File: src/rtl/vga_timing_gen.sv
// Parametrised VGA/SVGA sync generator: pixel/line counters with clock-enable,
// programmable sync polarity, line/frame strobes and a completed-frame counter.
module vga_timing_gen #(
  parameter int H_VISIBLE = 640,
  parameter int H_FRONT   = 16,
  parameter int H_SYNC    = 96,
  parameter int H_BACK    = 48,
  parameter int V_VISIBLE = 480,
  parameter int V_FRONT   = 10,
  parameter int V_SYNC    = 2,
  parameter int V_BACK    = 33,
  parameter bit HSYNC_POL = 1'b0,
  parameter bit VSYNC_POL = 1'b0,
  parameter int CW        = 10,
  parameter int FRAME_W   = 8
) (
  input  logic               clk,
  input  logic               reset,
  input  logic               ce,
  output logic [CW-1:0]      hpos,
  output logic [CW-1:0]      vpos,
  output logic               hsync,
  output logic               vsync,
  output logic               display_on,
  output logic               line_start,
  output logic               frame_start,
  output logic [FRAME_W-1:0] frame_count
);

  localparam int H_TOTAL  = H_VISIBLE + H_FRONT + H_SYNC + H_BACK;
  localparam int V_TOTAL  = V_VISIBLE + V_FRONT + V_SYNC + V_BACK;
  localparam int HS_START = H_VISIBLE + H_FRONT;
  localparam int HS_END   = HS_START + H_SYNC;
  localparam int VS_START = V_VISIBLE + V_FRONT;
  localparam int VS_END   = VS_START + V_SYNC;

  localparam logic [CW-1:0] H_MAX = CW'(H_TOTAL - 1);
  localparam logic [CW-1:0] V_MAX = CW'(V_TOTAL - 1);

  // Window bounds are one bit wider so an end bound of exactly 2^CW still compares correctly.
  localparam logic [CW:0] H_VIS_X  = (CW+1)'(H_VISIBLE);
  localparam logic [CW:0] H_SS_X   = (CW+1)'(HS_START);
  localparam logic [CW:0] H_SE_X   = (CW+1)'(HS_END);
  localparam logic [CW:0] V_VIS_X  = (CW+1)'(V_VISIBLE);
  localparam logic [CW:0] V_SS_X   = (CW+1)'(VS_START);
  localparam logic [CW:0] V_SE_X   = (CW+1)'(VS_END);

  if (CW < 1 || CW > 30) begin : g_bad_cw
    $error("vga_timing_gen: CW must be in 1..30");
  end
  if (FRAME_W < 1) begin : g_bad_fw
    $error("vga_timing_gen: FRAME_W must be at least 1");
  end
  if (H_VISIBLE < 1 || H_FRONT < 0 || H_SYNC < 0 || H_BACK < 0) begin : g_bad_hparm
    $error("vga_timing_gen: horizontal timing parameters out of range");
  end
  if (V_VISIBLE < 1 || V_FRONT < 0 || V_SYNC < 0 || V_BACK < 0) begin : g_bad_vparm
    $error("vga_timing_gen: vertical timing parameters out of range");
  end
  if (H_TOTAL > (1 << CW)) begin : g_bad_htotal
    $error("vga_timing_gen: H_TOTAL-1 does not fit in CW bits");
  end
  if (V_TOTAL > (1 << CW)) begin : g_bad_vtotal
    $error("vga_timing_gen: V_TOTAL-1 does not fit in CW bits");
  end

  logic          h_wrap;
  logic          v_wrap;
  logic [CW-1:0] hpos_next;
  logic [CW-1:0] vpos_next;
  logic          hs_next;
  logic          vs_next;
  logic          de_next;

  // Decode from the next counter values so registered syncs line up with hpos/vpos.
  always_comb begin
    h_wrap    = (hpos == H_MAX);
    v_wrap    = (vpos == V_MAX);
    hpos_next = h_wrap ? '0 : hpos + CW'(1);
    vpos_next = vpos;
    if (h_wrap) begin
      vpos_next = v_wrap ? '0 : vpos + CW'(1);
    end
    hs_next = ({1'b0, hpos_next} >= H_SS_X) && ({1'b0, hpos_next} < H_SE_X);
    vs_next = ({1'b0, vpos_next} >= V_SS_X) && ({1'b0, vpos_next} < V_SE_X);
    de_next = ({1'b0, hpos_next} < H_VIS_X) && ({1'b0, vpos_next} < V_VIS_X);
  end

  always_ff @(posedge clk) begin
    if (reset) begin
      hpos        <= H_MAX;
      vpos        <= V_MAX;
      hsync       <= ~HSYNC_POL;
      vsync       <= ~VSYNC_POL;
      display_on  <= 1'b0;
      line_start  <= 1'b0;
      frame_start <= 1'b0;
      frame_count <= '1;
    end else if (ce) begin
      hpos        <= hpos_next;
      vpos        <= vpos_next;
      hsync       <= hs_next ? HSYNC_POL : ~HSYNC_POL;
      vsync       <= vs_next ? VSYNC_POL : ~VSYNC_POL;
      display_on  <= de_next;
      line_start  <= h_wrap;
      frame_start <= h_wrap && v_wrap;
      if (h_wrap && v_wrap) begin
        frame_count <= frame_count + FRAME_W'(1);
      end
    end else begin
      // Strobes last one clk even when ce stays low for several cycles.
      line_start  <= 1'b0;
      frame_start <= 1'b0;
    end
  end

endmodule
File: config.mk
export PLATFORM = sky130hd
export DESIGN_NAME = vga_timing_gen
export DESIGN_NICKNAME = d
export VERILOG_FILES = /design/src/rtl/vga_timing_gen.sv
export SDC_FILE = /design/constraint.sdc
export NUM_CORES = 1
export LEC_CHECK = 0
export BUFFER_PORTS_ARGS = -buffer_cell sky130_fd_sc_hd__buf_2
export CORE_ASPECT_RATIO = 0.6
export CORE_UTILIZATION = 50
export DETAILED_ROUTE_END_ITERATION = 7
export PLACE_DENSITY = 0.71
export SYNTH_ARGS = -nofsm -noshare
export SYNTH_HDL_FRONTEND = slang
export SYNTH_SLANG_ARGS = --single-unit
File: constraint.sdc
create_clock -name clk -period 2.21 [get_ports clk]
set_input_delay 0.1105 -clock clk [delete_from_list [all_inputs] [get_ports clk]]
set_output_delay 0.1105 -clock clk [all_outputs]
set_load 0.1 [all_outputs]
==> reports/qor.csv <==
stage;metric;value;unit
clock_network;tritoncts;yes;
min_path;holdPathStages;3;
timing;period_share;0.895;
detailed_routing;wl;4160;um
worst_setup_path;crit_chain;inv_1, ha_1, and3_2, and2_4, and3b_1, nor4_1, o31a_1, a31oi_1;
timing;fin_setup_tns;0;ps
global_routing;antenna_found_initial;0;
outcome;outcome;complete, no violations;
worst_setup_path;cp.arrival;2140;ps
power_and_ir_drop;pwr-share-comb;0.408;
power_and_ir_drop;intPower;1.20;mW
power_and_ir_drop;clkPwrFrac;0.250;
power_and_ir_drop;power.density;969;nW/um2
yosys;seq_area_frac_synth;0.335;
cells_and_area;antennaDiodeCount;0;
timing;setup_viol;0;
worst_setup_path;r2r_cells;8;
yosys;avgSynthCellArea;8.61;um2
power_and_ir_drop;p_sw;976;uW
clock_network;post_cts_resized;0;
floorplanning;die_h;50.6;um
power_and_ir_drop;vdd_ir_drop_max;0.000602;V
place;dp_hpwl;3010;um
worst_setup_path;crit_path_max_incr_delay;380;ps
floorplanning;fp-row-count;17;
worst_setup_path;crit_required;2370;ps
worst_setup_path;critical_path_class;reg2reg;
timing;rsz0062_at_grt;false;
min_path;worstHoldPathType;in2reg;
clock_network;cts_sinks;33;
global_routing;grt_pass1_wl;6760;um
detailed_routing;first_pass_iters;4;
floorplanning;start_util;0.529;
yosys;syn-cell-area;1970;um2
cells_and_area;finalNetCount;264;
clock_network;cts.clk_slew.worst_paths;70;ps
floorplanning;coreArea;3720;um2
detailed_routing;drc;0;
run;max_cap_viol_count;0;
power_and_ir_drop;seqPwrFrac;0.342;
clock_network;cts_root_buf;clkbuf_8;
clock_network;cts-htree-levels;2;
yosys;ys_seq_elements;33;
yosys;syn_inst;229;
timing;relSlewSlack;0.647;
timing;skew;6.90;ps
worst_setup_path;critPathMaxFanout;9;
clock_network;hold_buffers;0;
global_routing;grt_usage;0.203;
cells_and_area;final_common_cell;buf_2;
global_routing;grt_max_degree;34;
cells_and_area;n_fill_cell;335;
timing;maxSlewViolCount;0;
clock_network;cts_setup_buffers;0;
yosys;synth_top_flop_cell;dfxtp_1;
cells_and_area;area_delta_synth_final;13.8;%
cells_and_area;final_core_utilization;0.602;
timing;max_freq;505;MHz
yosys;synthArstFlopShare;0;
yosys;ys_types;57;
detailed_routing;wl_per_cell;13.7;um
yosys;yosys_warnings;0;
power_and_ir_drop;leakagePower;0.877;nW
detailed_routing;vias;1704;
clock_network;cts_inserted_buffers;5;
worst_setup_path;slowest_stage;dfxtp_4;
yosys;synth_edf_count;0;
detailed_routing;dr.first_iter.drc_count;73;
timing;finalHoldViolCount;0;
global_routing;grt_pass1_vias;1420;
place;gp_congestion;0.865;
worst_setup_path;start_kind;flop;
timing;fin_crit;1980;ps
floorplanning;die_area;4200;um2
worst_setup_path;worst_setup_path_end_kind;flop;
global_routing;grt_overflow;0;
yosys;syn_nets;237;
timing;tightest_slew;529;ps
place;portBuffers;35;
clock_network;clk_latency;280;ps
floorplanning;ioPinCount;36;
clock_network;clockBufferDepth;2;
detailed_routing;antenna_left;0;
floorplanning;fp.dieW;83.1;um
cells_and_area;layout_common_cells;35 x buf_2, 18 x nor2_1, 17 x nand2_1, 15 x dfxtp_1, 14 x dfxtp_2;
cells_and_area;drive_above_1_share;0.304;
power_and_ir_drop;p_sw_frac;0.449;
detailed_routing;vias_per_cell;5.61;
==> final cells by class <==
| cell class | instances | area, um2 | area share |
|---|---|---|---|
| Clock buffer | 8 | 111 | 0.0497 |
| Inverter | 5 | 18.8 | 0.00837 |
| Multi-Input combinational cell | 174 | 1170 | 0.522 |
| Sequential cell | 33 | 693 | 0.309 |
| Tap cell | 47 | 58.8 | 0.0262 |
| Timing Repair Buffer | 37 | 190 | 0.0848 |
==> metrics by stage <==
stage	cell area, um2	setup WS, ps	power [mW]	hold WS, ps	instances
detailed placement	2130	275	1.64	442	296
global placement	2130	287	1.63	437	296
CTS	2240	242	2.19	256	304
floorplan	2000	31.4	1.54	214	229
finish	2240	232	2.17	273	304
global route	2240	57.8	2.28	275	304
==> power by group through the flow <==
stage | Clock [mW] | Combinational [mW] | Sequential, mW
finish | 0.544 | 0.887 | 0.742
floorplan | 0 | 0.398 | 1.14
global route | 0.591 | 0.937 | 0.755
CTS | 0.560 | 0.887 | 0.742
detailed placement | 0 | 0.884 | 0.755
global placement | 0 | 0.881 | 0.754
==> sequential cells by signal, summed over array words and instances (netlist names) <==
name	cells
hpos	10
hsync	1
vpos	10
frame_count	8
display_on	1
vsync	1
frame_start	1
line_start	1
==> synth_stat cells, types with 4 or more instances <==
cell      number  area [um2]
inv_1          5        18.8
dfxtp_1       33         661
nand4_1       11        68.8
o21ai_0       10        50.1
nor3_1         8        40.0
xnor2_1        7        61.3
nand2_1       17        63.8
nand2b_1       8        50.1
clkbuf_2       4        20.0
nand3_1        8        40.0
xor2_1         9        78.8
a21oi_1       10        50.1
and3_1         7        43.8
clkbuf_1       5        18.8
ha_1           5        62.6
nor2_1        18        67.6
==> routing by layer <==
layer  vias up  wire length, um  track usage
met2        50             1590        0.276
li1        876                -            -
met1       778             2300        0.309
met4         0                0       0.0431
met5         -                0            0
met3         0              275       0.0609
==> path summary, 6_finish.rpt <==
path                                start                 endpoint  slack [ps]
setup / recovery     vpos[0]$_SDFFE_PP0P_       vsync$_SDFFE_PP1P_         230
hold / removal                         ce     hpos[1]$_SDFFE_PP1P_         270
hold reg to reg   display_on$_SDFFE_PP0P_  display_on$_SDFFE_PP0P_         450
setup reg to reg     vpos[0]$_SDFFE_PP0P_       vsync$_SDFFE_PP1P_         230
==> critical path, delay by kind of cell (launching register included) <==
| family | cells | cell delay (ps) |
|---|---|---|
| flip-flops | 1 | 380 |
| AO/OA/AOI/OAI | 2 | 260 |
| adder cells (fa/ha/maj) | 1 | 180 |
| AND/OR/NAND/NOR | 4 | 980 |
| buffers and inverters | 1 | 50 |
==> cell families (layout without fill, tap and decap cells) <==
kind of cell | count (synthesis) | after routing | synth area share
buf+inv | 22 | 50 | 0.0711
xor+xnor | 16 | 16 | 0.0711
mux | 1 | 1 | 0.00508
fa+ha+maj | 5 | 5 | 0.0317
flops | 33 | 33 | 0.335
compound gates | 42 | 42 | 0.150
simple gates | 110 | 110 | 0.335
Note: power is estimated with default switching activity, not from simulation.
